`config.mk`:
```
export PLATFORM = sky130hd
export DESIGN_NAME = step_pulse_gen_flat
export DESIGN_NICKNAME = d
export VERILOG_FILES = /design/src/rtl/step_gen_pkg.sv /design/src/rtl/step_pulse_gen_if.sv /design/src/rtl/bit_sync.sv /design/src/rtl/step_pulse_gen.sv /design/src/flat_wrapper.sv
export SDC_FILE = /design/constraint.sdc
export NUM_CORES = 1
export LEC_CHECK = 0
export ABC_AREA = 0
export BUFFER_PORTS_ARGS = -buffer_cell sky130_fd_sc_hd__buf_2
export CAP_MARGIN = 20
export CELL_PAD_IN_SITES_DETAIL_PLACEMENT = 1
export CELL_PAD_IN_SITES_GLOBAL_PLACEMENT = 1
export CORE_MARGIN = 3
export CORE_UTILIZATION = 50
export DETAILED_ROUTE_END_ITERATION = 8
export HOLD_SLACK_MARGIN = 0.15
export PLACE_DENSITY = 0.8
export SLEW_MARGIN = 15
export SYNTH_ARGS = -nofsm -noshare
export SYNTH_HDL_FRONTEND = slang
export SYNTH_SLANG_ARGS = --single-unit
```
`constraint.sdc`:
```
create_clock -name clk -period 4.89 [get_ports clk]
set_input_delay 0.7335 -clock clk [delete_from_list [all_inputs] [get_ports clk]]
set_output_delay 0.7335 -clock clk [all_outputs]
set_load 0.005 [all_outputs]
```
`src/rtl/step_gen_pkg.sv`:
```
// ============================================================================
// step_gen_pkg : shared FSM state type and ms-to-cycle helper for step_pulse_gen
// Rev 1.0
// ============================================================================
`default_nettype none

package step_gen_pkg;

  typedef enum logic [1:0] {
    IDLE      = 2'd0,
    PRESS_CHK = 2'd1,
    HELD      = 2'd2,
    REL_CHK   = 2'd3
  } state_t;

  function automatic int ms_to_cycles(input int hz, input int ms);
    return hz / 1000 * ms;
  endfunction

endpackage

`default_nettype wire

```
`src/rtl/step_pulse_gen_if.sv`:
```
// ============================================================================
// step_pulse_gen_if : raw board controls in, step strobe and captured controls out
// Rev 1.0
// ============================================================================
`default_nettype none

interface step_pulse_gen_if #(
  parameter int DATA_W = 8
);
  logic              key_n;
  logic              sw_load;
  logic              sw_dir;
  logic [DATA_W-1:0] sw_data;
  logic              step;
  logic              par_load;
  logic              rot_right;
  logic [DATA_W-1:0] load_data;
  logic              busy;

  modport master (
    input  key_n, sw_load, sw_dir, sw_data,
    output step, par_load, rot_right, load_data, busy
  );

  modport slave (
    output key_n, sw_load, sw_dir, sw_data,
    input  step, par_load, rot_right, load_data, busy
  );
endinterface

`default_nettype wire

```
`src/rtl/bit_sync.sv`:
```
// ============================================================================
// bit_sync : two-flop synchronizer with async active-low reset to RST_VAL
// Rev 1.0
// ============================================================================
`default_nettype none

module bit_sync #(
  parameter logic RST_VAL = 1'b0
) (
  input  wire logic clk,
  input  wire logic rst_n,
  input  wire logic d,
  output logic      q
);
  logic meta_q, meta_d;
  logic sync_q, sync_d;

  always_comb begin
    meta_d = d;
    sync_d = meta_q;
  end

  always_ff @(posedge clk or negedge rst_n) begin
    if (!rst_n) begin
      meta_q <= RST_VAL;
      sync_q <= RST_VAL;
    end else begin
      meta_q <= meta_d;
      sync_q <= sync_d;
    end
  end

  assign q = sync_q;
endmodule

`default_nettype wire

```
`src/rtl/step_pulse_gen.sv`:
```
// ============================================================================
// step_pulse_gen : debounced pushbutton -> single-cycle step with captured switches
// Optional auto-repeat while held: define STEP_AUTO_REPEAT_EN.   Rev 1.0
// ============================================================================
`default_nettype none

module step_pulse_gen
  import step_gen_pkg::*;
#(
  parameter int CLK_HZ          = 50_000_000,
  parameter int DEBOUNCE_MS     = 10,
`ifdef STEP_AUTO_REPEAT_EN
  parameter int REPEAT_DELAY_MS = 500,
  parameter int REPEAT_RATE_MS  = 100,
`endif
  parameter int DATA_W          = 8
) (
  input  wire logic         clk,
  input  wire logic         resetn,
  step_pulse_gen_if.master  bus
);
  localparam int               DB    = ms_to_cycles(CLK_HZ, DEBOUNCE_MS);
  localparam int               CNT_W = $clog2(DB + 1);
  localparam logic [CNT_W-1:0] DB_C  = CNT_W'(DB);

  logic              key_s, load_s, dir_s;
  logic [DATA_W-1:0] data_s;

  bit_sync #(.RST_VAL(1'b1)) u_key_sync  (.clk(clk), .rst_n(resetn), .d(bus.key_n),   .q(key_s));
  bit_sync #(.RST_VAL(1'b0)) u_load_sync (.clk(clk), .rst_n(resetn), .d(bus.sw_load), .q(load_s));
  bit_sync #(.RST_VAL(1'b0)) u_dir_sync  (.clk(clk), .rst_n(resetn), .d(bus.sw_dir),  .q(dir_s));

  for (genvar i = 0; i < DATA_W; i++) begin : g_data_sync
    bit_sync #(.RST_VAL(1'b0)) u_sync (.clk(clk), .rst_n(resetn), .d(bus.sw_data[i]), .q(data_s[i]));
  end

  state_t            state_q, state_d;
  logic [CNT_W-1:0]  cnt_q, cnt_d, cnt_inc;
  logic              press_step;
  logic              step_q, step_d;
  logic              par_load_q, par_load_d;
  logic              rot_right_q, rot_right_d;
  logic [DATA_W-1:0] load_data_q, load_data_d;

  assign cnt_inc = (cnt_q == DB_C) ? DB_C : cnt_q + CNT_W'(1);

  // Starting in REL_CHK forces a full released interval before the first press.
  always_comb begin
    state_d    = state_q;
    cnt_d      = cnt_q;
    press_step = 1'b0;
    case (state_q)
      IDLE: begin
        if (!key_s) begin
          state_d = PRESS_CHK;
          cnt_d   = '0;
        end
      end
      PRESS_CHK: begin
        if (key_s) begin
          state_d = IDLE;
          cnt_d   = '0;
        end else if (cnt_inc == DB_C) begin
          state_d    = HELD;
          cnt_d      = '0;
          press_step = 1'b1;
        end else begin
          cnt_d = cnt_inc;
        end
      end
      HELD: begin
        if (key_s) begin
          state_d = REL_CHK;
          cnt_d   = '0;
        end
      end
      REL_CHK: begin
        if (!key_s) begin
          state_d = HELD;
          cnt_d   = '0;
        end else if (cnt_inc == DB_C) begin
          state_d = IDLE;
          cnt_d   = '0;
        end else begin
          cnt_d = cnt_inc;
        end
      end
      default: begin
        state_d = REL_CHK;
        cnt_d   = '0;
      end
    endcase
  end

`ifdef STEP_AUTO_REPEAT_EN
  localparam int               REP_DELAY = ms_to_cycles(CLK_HZ, REPEAT_DELAY_MS);
  localparam int               REP_RATE  = ms_to_cycles(CLK_HZ, REPEAT_RATE_MS);
  localparam int               REP_W     = $clog2(REP_DELAY + 1);
  localparam logic [REP_W-1:0] REP_DELAY_C  = REP_W'(REP_DELAY);
  localparam logic [REP_W-1:0] REP_RELOAD_C = REP_W'(REP_DELAY - REP_RATE);

  logic [REP_W-1:0] rep_q, rep_d, rep_inc;
  logic             rep_fire;

  assign rep_inc = rep_q + REP_W'(1);

  // Reloading to DELAY-RATE after each repeat spaces later steps RATE apart.
  always_comb begin
    rep_d    = '0;
    rep_fire = 1'b0;
    if (state_q == HELD && state_d == HELD) begin
      if (rep_inc == REP_DELAY_C) begin
        rep_fire = 1'b1;
        rep_d    = REP_RELOAD_C;
      end else begin
        rep_d = rep_inc;
      end
    end
  end

  always_ff @(posedge clk or negedge resetn) begin
    if (!resetn) rep_q <= '0;
    else         rep_q <= rep_d;
  end

  always_comb step_d = press_step | rep_fire;
`else
  always_comb step_d = press_step;
`endif

  always_comb begin
    par_load_d  = par_load_q;
    rot_right_d = rot_right_q;
    load_data_d = load_data_q;
    if (step_d) begin
      par_load_d  = load_s;
      rot_right_d = dir_s;
      load_data_d = data_s;
    end
  end

  always_ff @(posedge clk or negedge resetn) begin
    if (!resetn) begin
      state_q     <= REL_CHK;
      cnt_q       <= '0;
      step_q      <= 1'b0;
      par_load_q  <= 1'b0;
      rot_right_q <= 1'b0;
      load_data_q <= '0;
    end else begin
      state_q     <= state_d;
      cnt_q       <= cnt_d;
      step_q      <= step_d;
      par_load_q  <= par_load_d;
      rot_right_q <= rot_right_d;
      load_data_q <= load_data_d;
    end
  end

  assign bus.step      = step_q;
  assign bus.par_load  = par_load_q;
  assign bus.rot_right = rot_right_q;
  assign bus.load_data = load_data_q;
  assign bus.busy      = (state_q != IDLE);
endmodule

`default_nettype wire
```
`src/flat_wrapper.sv`:
```
// flat-port wrapper written by rule: the top's interface ports become plain ports
module step_pulse_gen_flat import step_gen_pkg::*;
#(
  parameter int CLK_HZ          = 50_000_000,
  parameter int DEBOUNCE_MS     = 10,

  parameter int DATA_W          = 8
)
  (clk, resetn, bus_key_n, bus_sw_load, bus_sw_dir, bus_sw_data, bus_step, bus_par_load, bus_rot_right, bus_load_data, bus_busy);
  step_pulse_gen_if #(.DATA_W(DATA_W)) bus_i ();
  input  wire logic clk;
  input  wire logic resetn;
  input wire logic [$bits(bus_i.key_n)-1:0] bus_key_n;
  input wire logic [$bits(bus_i.sw_load)-1:0] bus_sw_load;
  input wire logic [$bits(bus_i.sw_dir)-1:0] bus_sw_dir;
  input wire logic [$bits(bus_i.sw_data)-1:0] bus_sw_data;
  output wire logic [$bits(bus_i.step)-1:0] bus_step;
  output wire logic [$bits(bus_i.par_load)-1:0] bus_par_load;
  output wire logic [$bits(bus_i.rot_right)-1:0] bus_rot_right;
  output wire logic [$bits(bus_i.load_data)-1:0] bus_load_data;
  output wire logic [$bits(bus_i.busy)-1:0] bus_busy;
  assign bus_i.key_n = bus_key_n;
  assign bus_i.sw_load = bus_sw_load;
  assign bus_i.sw_dir = bus_sw_dir;
  assign bus_i.sw_data = bus_sw_data;
  assign bus_step = bus_i.step;
  assign bus_par_load = bus_i.par_load;
  assign bus_rot_right = bus_i.rot_right;
  assign bus_load_data = bus_i.load_data;
  assign bus_busy = bus_i.busy;
  step_pulse_gen #(.CLK_HZ(CLK_HZ), .DEBOUNCE_MS(DEBOUNCE_MS), .DATA_W(DATA_W)) u_core (.clk(clk), .resetn(resetn), .bus(bus_i));
endmodule
```
==> results.py, run 1 <==
metrics = {
    "finish": {
        "fillCellCount": 549,
        "instances_no_fill": 326,
        "area_growth_pct": 8.84,
        "final_cell_mix": "dfrtp_1 (50), buf_2 (24), nand2_1 (22), nand3_1 (21), mux2_4 (11)",
        "diodes": 0,
        "layout_commonest_cell": "dfrtp_1",
        "post_route_cells_drive_above_1_share": 0.212,
        "nets": 273,
    },
    "route": {
        "drtIter0Drc": 164,
        "antenna_left": 0,
        "drc": 0,
        "routed_wl_mm": 6.13,
        "vias": 1950,
        "vias_per_cell": 5.98,
        "wire_per_inst_um": 18.8,
        "dr.pass1.iters": 4,
    },
    "job": {
        "drv_cap": 0,
    },
    "pwr": {
        "power_leakage_nw": 1.32,
        "ir_drop_uv": 208,
        "powerDensity_nw_per_um2": 282,
        "finalPower_mw": 0.805,
    },
    "critical_path": {
        "worstSetupEndpointType": "flip-flop",
        "critPathMaxFanout": 10,
        "slowest_stage": "or4_1",
        "arrival_ps": 4090,
        "reg2reg_depth": 8,
        "cpMostUsedCell": "or4_1",
        "cp.required_ps": 5080,
        "cp_cell_sequence": "ha_1 -> nand2_1 -> nor4_2 -> a32o_1 -> a31oi_1 -> or4_1 -> or4_1 -> mux2_4",
        "slowest_delay_ps": 790,
        "startpoint_type": "flip-flop",
        "worst-setup-path-type": "flip-flop to flip-flop",
    },
    "timing": {
        "setup_viol": 0,
        "final.setup.tns_ps": 0,
        "clock_skew_ps": 9.12,
        "final-max-slew-violation-count": 0,
        "fin_crit_sh": 0.797,
        "hold_viol": 0,
        "rsz0062_at_grt": "false",
        "max_freq_ghz": 0.257,
        "max_slew_margin": 0.564,
        "period_minus_slack_ps": 3900,
        "tightest_slew_ps": 654,
    },
    "yosys": {
        "postSynthCellCount": 244,
        "synth_seq_cells": 54,
        "avgSynthCellArea_um2": 10.7,
        "syn-cell-area_um2": 2620,
        "synth_fp_nets": 259,
        "yosysSeqAreaShare": 0.518,
        "synth-edff-count": 0,
        "ys.flop_type": "dfrtp_1",
        "synth_warnings": 0,
        "async_flop_share": 1.00,
        "synth.distinct_cells": 51,
    },
    "die": {
        "initial_core_util": 0.537,
        "fp.dieH_um": 78.4,
        "dieArea_um2": 6140,
        "coreArea_um2": 4880,
        "row_count": 25,
        "io_pins": 25,
        "die_w_um": 78.4,
    },
    "clock_network": {
        "clkLatencyLatePin_ps": 310,
        "clockRootBuffer": "clkbuf_8",
        "hold_buffers": 0,
        "numCtsBuffers": 5,
        "clock_sinks": 54,
        "cts_tree": "built",
        "htreeDepth": 2,
        "clockBufferDepth": 2,
        "path_clk_slew_ps": 100,
        "cts_setup_buffers": 0,
        "cts_resized": 0,
    },
    "placed_design": {
        "dpl.cell_count": 318,
        "routabilityCongestion": 0.905,
        "numPortBuffers": 24,
        "dp_hpwl_mm": 4.38,
    },
    "global_route": {
        "antenna_found_initial": 0,
        "overflow": 0,
        "grt_usage": 0.226,
        "grt_max_degree": 55,
        "grt_pass1_vias": 2087,
        "grt_pass1_wl_mm": 10.8,
    },
    "status": {
        "outcome": "completed",
    },
    "min_path": {
        "hp-class": "flip-flop to flip-flop",
        "hold_depth": 0,
    },
}
## state kept, by name, indices dropped and copies added, names as in the netlist, 8 cells and up, named ones only
| name | cells |
|---|---|
| u_core.g_data_sync.u_sync.meta_q | 8 |
| u_core.bus.load_data | 8 |
| u_core.cnt_q | 19 |
| u_core.g_data_sync.u_sync.q | 8 |
## per-layer routing
| layer | vias to the layer above | global-route usage | share of wire |
|---|---|---|---|
| met5 | - | 0 | 0 |
| met4 | 0 | 0.0612 | 0.0090 |
| met3 | 6 | 0.0390 | 0.046 |
| met2 | 49 | 0.354 | 0.48 |
| met1 | 982 | 0.325 | 0.46 |
| li1 | 913 | - | - |
## logic make-up after synthesis
family          after synthesis  share of synthesized area
simple gates                108                      0.229
xor+xnor                      8                     0.0268
compound gates               35                     0.0975
fa+ha+maj                     2                    0.00955
flops                        54                      0.518
mux                          13                     0.0707
buf+inv                      24                     0.0487
## path summary, 6_finish.rpt
check	slack, ps	to	start
max reg2reg	990	u_core.bus.rot_right	u_core.cnt_q[0]
min	360	u_core.g_data_sync[0].u_sync.q	u_core.g_data_sync[0].u_sync.meta_q
max	990	u_core.bus.rot_right	u_core.cnt_q[0]
min in group asynchronous	540	u_core.bus.load_data[4]	resetn
max in group asynchronous	3920	u_core.cnt_q[2]	resetn
min reg2reg	360	u_core.g_data_sync[0].u_sync.q	u_core.g_data_sync[0].u_sync.meta_q
## where the power goes
part / switching (mW) / total (mW) / internal, mW
logic: 0.0224 / 0.0327 / 0.0103
registers: 0.00641 / 0.465 / 0.458
clock network: 0.152 / 0.308 / 0.156
total: 0.180 / 0.805 / 0.625
## metrics by stage
step	instance area [um2]	util	setup slack [ps]	hold slack [ps]
after global placement	2730	0.560	1240	333
final	2850	0.584	992	358
after CTS	2850	0.584	997	359
after floorplan	2620	-	1640	331
after detailed placement	2730	0.560	1070	337
after global routing	2850	0.584	715	369
## cells in the mapped netlist (3+ instances only)
| master | n | share of area |
|---|---|---|
| xnor2_1 | 5 | 0.017 |
| nor4_1 | 5 | 0.012 |
| nor2_1 | 9 | 0.013 |
| mux2_4 | 11 | 0.063 |
| o21ai_0 | 4 | 0.0076 |
| or4_1 | 4 | 0.011 |
| nor3_1 | 7 | 0.013 |
| nand4_1 | 8 | 0.019 |
| nand2_1 | 22 | 0.032 |
| a211o_1 | 3 | 0.010 |
| and4_1 | 3 | 0.010 |
| and3_1 | 5 | 0.012 |
| nand3_1 | 21 | 0.040 |
| or3_1 | 5 | 0.012 |
| clkbuf_1 | 6 | 0.0086 |
| xor2_1 | 3 | 0.010 |
| dfstp_2 | 4 | 0.040 |
| dfrtp_1 | 50 | 0.48 |
| buf_6 | 3 | 0.013 |
| o31ai_1 | 3 | 0.0086 |
| a31oi_1 | 7 | 0.017 |
| a21oi_1 | 3 | 0.0057 |
| buf_2 | 8 | 0.015 |
| and2_1 | 4 | 0.0096 |
| nand2b_1 | 3 | 0.0072 |
| inv_1 | 4 | 0.0057 |
## worst max-delay path, delay by kind of cell, from the launching register on
| family | cells | cell delay [ps] |
|---|---|---|
| adder cells (fa/ha/maj) | 1 | 310 |
| AND/OR/NAND/NOR | 4 | 2300 |
| flip-flops | 1 | 450 |
| multiplexers | 1 | 410 |
| AO/OA/AOI/OAI | 2 | 310 |
## cell type report
class / instances / area [um2] / area share
clock inverters: 3 / 48.8 / 0.0171
repair buffers: 27 / 143 / 0.0500
well taps: 67 / 83.8 / 0.0294
flip-flops and latches: 54 / 1360 / 0.476
inverters: 4 / 15.0 / 0.00527
clock buffers: 5 / 68.8 / 0.0241
multi-input cells: 166 / 1130 / 0.398
Power figures use the tool's default switching activity.
==> inputs of run 2 (changes only) <==
--- a/config.mk
+++ b/config.mk
@@ -5,16 +5,16 @@
 export SDC_FILE = /design/constraint.sdc
 export NUM_CORES = 1
 export LEC_CHECK = 0
-export ABC_AREA = 0
+export ABC_AREA = 1
 export BUFFER_PORTS_ARGS = -buffer_cell sky130_fd_sc_hd__buf_2
 export CAP_MARGIN = 20
 export CELL_PAD_IN_SITES_DETAIL_PLACEMENT = 1
 export CELL_PAD_IN_SITES_GLOBAL_PLACEMENT = 1
 export CORE_MARGIN = 3
-export CORE_UTILIZATION = 50
+export CORE_UTILIZATION = 44
 export DETAILED_ROUTE_END_ITERATION = 8
 export HOLD_SLACK_MARGIN = 0.15
-export PLACE_DENSITY = 0.8
+export PLACE_DENSITY = 0.75
 export SLEW_MARGIN = 15
 export SYNTH_ARGS = -nofsm -noshare
 export SYNTH_HDL_FRONTEND = slang
==> constraint.sdc (replaced) <==
create_clock -name clk -period 3.7 [get_ports clk]
set_input_delay 0.555 -clock clk [delete_from_list [all_inputs] [get_ports clk]]
set_output_delay 0.555 -clock clk [all_outputs]
set_load 0.005 [all_outputs]
==> run 2 against run 1 <==
Against the previous run: utilization down 7.4 points; sequential power rose by 32%; wire length rose by 27%; first-iteration DRC count down 15%; synthesized cell count increased by 41%; cell area is 6.5% higher; critical path depth up 4; cell count up 37%; die area up 17%.
==> results.py, run 2 <==
metrics = {
    "pwr": {
        "ir_drop_uv": 193,
        "combPwrFrac": 0.051,
        "p_int_mw": 0.823,
        "powerDensity_nw_per_um2": 351,
        "power_switching_mw": 0.244,
        "p_sw_frac": 0.229,
        "p_seq_frac": 0.576,
        "pwr-share-clk": 0.374,
        "power_leakage_nw": 1.41,
    },
    "finish": {
        "post_route_cells_drive_above_1_share": 0.142,
        "regMostFlops": "u_core.cnt_q",
        "diodes": 0,
        "seq_area_um2": 1360,
        "fin_area_um2": 3040,
        "largest_register_ffs": 19,
        "final_cell_mix": "nand2_1 (124), dfrtp_1 (50), nor2_1 (36), nand3_1 (30)",
        "area_growth_pct": 11.6,
        "layout_commonest_cell": "nand2_1",
        "multi_input_area_um2": 1230,
        "nets": 386,
        "fillCellCount": 772,
    },
    "global_route": {
        "grt_pass1_vias": 2543,
        "grt_max_degree": 36,
        "grt_usage": 0.229,
        "antenna_found_initial": 0,
        "overflow": 0,
        "grt_pass1_wl_mm": 12.9,
    },
    "placed_design": {
        "dpl_worst_slack_ps": 1150,
        "dp_hpwl_mm": 5.89,
        "routabilityCongestion": 0.885,
        "dpl_cell_area_um2": 2930,
        "numPortBuffers": 24,
    },
    "clock_network": {
        "clockBufferDepth": 2,
        "cts_tree": "built",
        "clock_sinks": 54,
        "hold_buffers": 0,
        "cts_setup_buffers": 0,
        "numCtsBuffers": 5,
        "path_clk_slew_ps": 100,
        "htreeDepth": 2,
        "clkLatencyLatePin_ps": 310,
        "clockRootBuffer": "clkbuf_8",
        "cts_resized": 0,
    },
    "route": {
        "antenna_left": 0,
        "routed_wl_mm": 7.79,
        "vias_per_cell": 5.53,
        "vias": 2473,
        "drc": 0,
        "dr.pass1.iters": 4,
        "wire_per_inst_um": 17.4,
        "drtIter0Drc": 140,
    },
    "yosys": {
        "netlist_top_cells_count": "nand2_1 (124), dfrtp_1 (50), nor2_1 (36), nand3_1 (30)",
        "synth_seq_cells": 54,
        "avgSynthCellArea_um2": 7.88,
        "postSynthCellCount": 345,
        "yosysSeqAreaShare": 0.499,
        "synth-edff-count": 0,
        "synth_top_area_share": 0.460,
        "synth_warnings": 0,
        "yosys.area.top_type": "dfrtp_1",
        "syn-cell-area_um2": 2720,
        "ys.flop_type": "dfrtp_1",
        "ys_top_cells_by_area": "dfrtp_1 (46%), nand2_1 (17%), nand3_1 (5.5%), nand4_1 (5.5%), nor2_1 (5.0%)",
        "synth.distinct_cells": 28,
        "async_flop_share": 1.00,
        "synth_fp_nets": 360,
        "yosys.cell_count.top_type": "nand2_1",
    },
    "critical_path": {
        "cp_cell_sequence": "ha_1 -> nand2_1 -> nor2_2 -> nand2_2 -> xnor2_1 -> nand2_1 -> nor2_1 -> nand2_1 -> nor2_2 -> nand4_2 -> nand2_1 -> nand2_1",
        "slowest_delay_ps": 450,
        "worst-setup-path-type": "flip-flop to flip-flop",
        "reg2reg_from": "u_core.cnt_q[0]",
        "cpMostUsedCell": "nand2_1",
        "critPathMaxFanout": 10,
        "cp.required_ps": 3900,
        "startpoint_type": "flip-flop",
        "reg2reg_depth": 12,
        "r2r-end": "u_core.bus.par_load",
        "worstSetupEndpointType": "flip-flop",
        "arrival_ps": 2810,
        "worstPathBufferInverterCount": 0,
        "reg2reg_slack_ps": 1090,
        "cp_top_family": "simple AND/OR/NAND/NOR gates",
        "crit_cells": 12,
        "slowest_stage": "dfrtp_1",
    },
    "timing": {
        "final.setup.tns_ps": 0,
        "setup_viol": 0,
        "clock_skew_ps": 10.1,
        "tightest_slew_ps": 989,
        "rsz0062_at_grt": "false",
        "max_slew_margin": 0.338,
        "max_freq_ghz": 0.383,
        "holdWs_ps": 327,
        "final-max-slew-violation-count": 0,
        "worst_slack_ps": 1090,
        "fin_crit_sh": 0.705,
        "period_minus_slack_ps": 2610,
        "hold_viol": 0,
    },
    "die": {
        "dieArea_um2": 7160,
        "io_pins": 25,
        "die_w_um": 84.6,
        "initial_core_util": 0.457,
        "coreArea_um2": 5960,
        "row_count": 28,
        "fp.dieH_um": 84.6,
    },
    "job": {
        "drv_cap": 0,
    },
    "status": {
        "outcome": "completed",
    },
    "min_path": {
        "hp-class": "input pin to asynchronous set/reset pin",
    },
}
run 2: kinds of logic after synthesis:
family	Yosys count	synth area share
flops	54	0.499
xor+xnor	3	0.00966
fa+ha+maj	2	0.00920
buf+inv	35	0.0501
compound gates	22	0.0589
simple gates	229	0.374
run 2: metrics by stage:
step | std cells | power [mW] | utilization
3_5_place_dp | 439 | 0.681 | 0.491
2_1_floorplan | 345 | 0.647 | -
6_report | 447 | 1.07 | 0.510
4_1_cts | 447 | 1.08 | 0.510
3_3_place_gp | 439 | 0.679 | 0.491
5_1_grt | 447 | 1.11 | 0.510
run 2: layer usage:
| metal | up-vias | routed length, um | track usage |
|---|---|---|---|
| met5 | - | 0 | 0 |
| met4 | 0 | 132 | 0.0676 |
| met3 | 15 | 317 | 0.0353 |
| met2 | 50 | 3640 | 0.357 |
| met1 | 1218 | 3700 | 0.330 |
| li1 | 1190 | - | - |
run 2: power groups by stage:
stage	Combinational, mW	Sequential, mW	Clock [mW]
2_1_floorplan	0.0247	0.622	0
3_3_place_gp	0.0546	0.624	0
3_5_place_dp	0.0550	0.626	0
4_1_cts	0.0550	0.614	0.410
5_1_grt	0.0610	0.616	0.430
6_report	0.0543	0.614	0.398
run 2: final cells by class:
| type | instances | share of cell area |
|---|---|---|
| well taps | 75 | 0.0309 |
| inverters | 26 | 0.0322 |
| flip-flops and latches | 54 | 0.447 |
| clock inverters | 2 | 0.0124 |
| repair buffers | 28 | 0.0495 |
| multi-input cells | 256 | 0.404 |
| clock buffers | 6 | 0.0239 |
run 2: worst max-delay path by stage:
stage	start	endpoint	slack, ps
floorplan	u_core.cnt_q[0]	u_core.bus.load_data[0]	1780
global placement	u_core.cnt_q[0]	u_core.bus.load_data[6]	1220
detailed placement	u_core.cnt_q[0]	u_core.bus.par_load	1150
CTS	u_core.cnt_q[0]	u_core.bus.par_load	1110
global route	u_core.cnt_q[0]	u_core.bus.load_data[6]	840
finish	u_core.cnt_q[0]	u_core.bus.par_load	1090
==> inputs of run 3 (changes only) <==
--- a/config.mk
+++ b/config.mk
@@ -11,10 +11,10 @@
 export CELL_PAD_IN_SITES_DETAIL_PLACEMENT = 1
 export CELL_PAD_IN_SITES_GLOBAL_PLACEMENT = 1
 export CORE_MARGIN = 3
-export CORE_UTILIZATION = 44
+export CORE_UTILIZATION = 39
 export DETAILED_ROUTE_END_ITERATION = 8
 export HOLD_SLACK_MARGIN = 0.15
-export PLACE_DENSITY = 0.75
+export PLACE_DENSITY = 0.7
 export SLEW_MARGIN = 15
 export SYNTH_ARGS = -nofsm -noshare
 export SYNTH_HDL_FRONTEND = slang
==> constraint.sdc (replaced) <==
create_clock -name clk -period 2.35 [get_ports clk]
set_input_delay 0.3525 -clock clk [delete_from_list [all_inputs] [get_ports clk]]
set_output_delay 0.3525 -clock clk [all_outputs]
set_load 0.005 [all_outputs]
==> run 3 against run 2 <==
Against the previous run: clock skew increased by 1.7 ps; critical endpoint is now u_core.bus.load_data[4]; wire length rose by 6.6%; utilization up 0.59 points; cell area increased by 12%; setup slack got worse by 950 ps; largest cell class unchanged; die area is 12% higher; count of clock-buffer cells in the layout is 1 lower; sequential cell count did not move; global-route usage shrank 0.87 points; clock power grew 38%; non-clock buffer count is 27 higher; highest routed layer unchanged.
==> results.py, run 3 (synthesis results as in run 2) <==
metrics = {
    "route": {
        "vias_per_cell": 5.22,
        "wire_per_inst_um": 16.9,
        "drtIter0Drc": 170,
        "antenna_left": 0,
        "drc": 0,
        "vias": 2575,
        "dr.pass1.iters": 4,
        "routed_wl_mm": 8.31,
    },
    "status": {
        "outcome": "completed",
    },
    "clock_network": {
        "clockRootBuffer": "clkbuf_8",
        "htreeDepth": 2,
        "clkLatencyLatePin_ps": 310,
        "clockBufferDepth": 2,
        "cts_setup_buffers": 0,
        "cts_tree": "built",
        "numCtsBuffers": 5,
        "path_clk_slew_ps": 110,
        "clock_sinks": 54,
    },
    "finish": {
        "instances_no_fill": 493,
        "diodes": 0,
        "largest_register_ffs": 19,
        "layout_commonest_cell": "nand2_1",
        "regMostFlops": "u_core.cnt_q",
        "final_cell_mix": "nand2_1 (119), dfrtp_1 (47), nor2_1 (34), nand3_1 (28)",
        "area_growth_pct": 24.5,
        "post_route_cells_drive_above_1_share": 0.215,
        "nets": 414,
    },
    "global_route": {
        "overflow": 0,
        "grt_max_degree": 35,
        "grt_pass1_vias": 2556,
        "grt_usage": 0.220,
        "antenna_found_initial": 0,
        "grt_pass1_wl_mm": 13.3,
    },
    "critical_path": {
        "startpoint_type": "flip-flop",
        "arrival_ps": 2450,
        "worstSetupEndpointType": "flip-flop",
        "critPathMaxFanout": 10,
        "worst-setup-path-type": "flip-flop to flip-flop",
        "cp.required_ps": 2590,
    },
    "die": {
        "io_pins": 25,
        "dieArea_um2": 8010,
        "coreArea_um2": 6570,
        "fp.dieH_um": 89.5,
        "row_count": 29,
        "die_w_um": 89.5,
        "initial_core_util": 0.414,
    },
    "timing": {
        "period_minus_slack_ps": 2200,
        "clock_skew_ps": 11.9,
        "setup_viol": 0,
        "tightest_slew_ps": 759,
        "fin_crit_sh": 0.938,
        "max_slew_margin": 0.492,
        "max_freq_ghz": 0.454,
        "worst_slack_ps": 146,
        "final-max-slew-violation-count": 0,
        "hold_viol": 0,
    },
    "placed_design": {
        "numPortBuffers": 24,
        "dp_hpwl_mm": 6.01,
        "dpl_worst_slack_ps": 31.8,
        "routabilityCongestion": 0.860,
        "dpl.cell_count": 472,
    },
    "pwr": {
        "finalPower_mw": 1.63,
        "powerDensity_nw_per_um2": 481,
        "power_leakage_nw": 1.55,
        "ir_drop_uv": 271,
    },
    "min_path": {
        "hp-class": "flip-flop to flip-flop",
    },
    "job": {
        "drv_cap": 0,
    },
}
run 3: cell types whose count changed in the layout (fill, tap and decap cells not counted), moves of 4 or more:
cell and delta:
buf_4 +14, dlygate4sd3_1 +12, nand2_1 -5, nand2_2 +5, nor2_4 +4
run 3: repair_timing:
action | in CTS | in global routing
pin swaps | 0 | 4
endpoints found under the hold margin | 37 | 2
setup endpoints to repair | 3 | 19
resized for setup | 1 | 21
hold buffers | 10 | 2
gates cloned | 0 | 1
run 3: final cells by class:
cell class	instances	area [um2]
clock buffers	5	68.8
flip-flops and latches	54	1360
clock inverters	3	23.8
multi-input cells	257	1320
fillers	799	3180
repair buffers	55	395
well taps	93	116
inverters	26	97.6
run 3: critical path, cell delays in order, from the launching register on:
cell and delay [ps]:
dfrtp_1 450, buf_4 170, nand3_1 160, nor2_1 90, buf_4 140, nand3_1 60
nand2_1 50, nand2_1 120, nand2_1 60, nor2_1 130, nand2_2 110, nor3_4 210
buf_12 150, nand4_1 90, nand2_1 120
run 3: path summary, 6_finish.rpt:
kind	cells past startpoint	slack, ps	start	endpoint
worst max-delay path	14	150	u_core.cnt_q[2]	u_core.bus.load_data[4]
worst min-delay path	0	360	u_core.g_data_sync[5].u_sync.meta_q	u_core.g_data_sync[5].u_sync.q
worst max register to register	14	150	u_core.cnt_q[2]	u_core.bus.load_data[4]
worst min register to register	0	360	u_core.g_data_sync[5].u_sync.meta_q	u_core.g_data_sync[5].u_sync.q
max in group asynchronous	3	1020	resetn	u_core.u_key_sync.meta_q
min in group asynchronous	2	610	resetn	u_core.cnt_q[18]
run 3: report_power, final:
group	internal, mW	switching, mW	total (mW)	leakage [nW]
combinational	0.0426	0.0739	0.117	0.823
sequential	0.954	0.0112	0.965	0.688
clock	0.214	0.334	0.549	0.0408
total	1.21	0.420	1.63	1.55
run 3: stage by stage:
stage	hold slack, ps	TNS [ps]	area [um2]	utilization
detailed placement	336	0	3070	0.468
floorplan	56.9	0	2720	-
finish	358	0	3390	0.516
CTS	151	0	3270	0.499
global placement	332	0	3070	0.468
global route	370	-133	3390	0.516
run 3: metal layers:
metal,share of wire,up-vias,routed length (um),global-route usage
met4,0.0055,0,46,0.0392
met3,0.029,4,243,0.0304
met2,0.49,37,4070,0.354
met1,0.47,1285,3950,0.320
li1,-,1249,-,-
met5,0,-,0,0
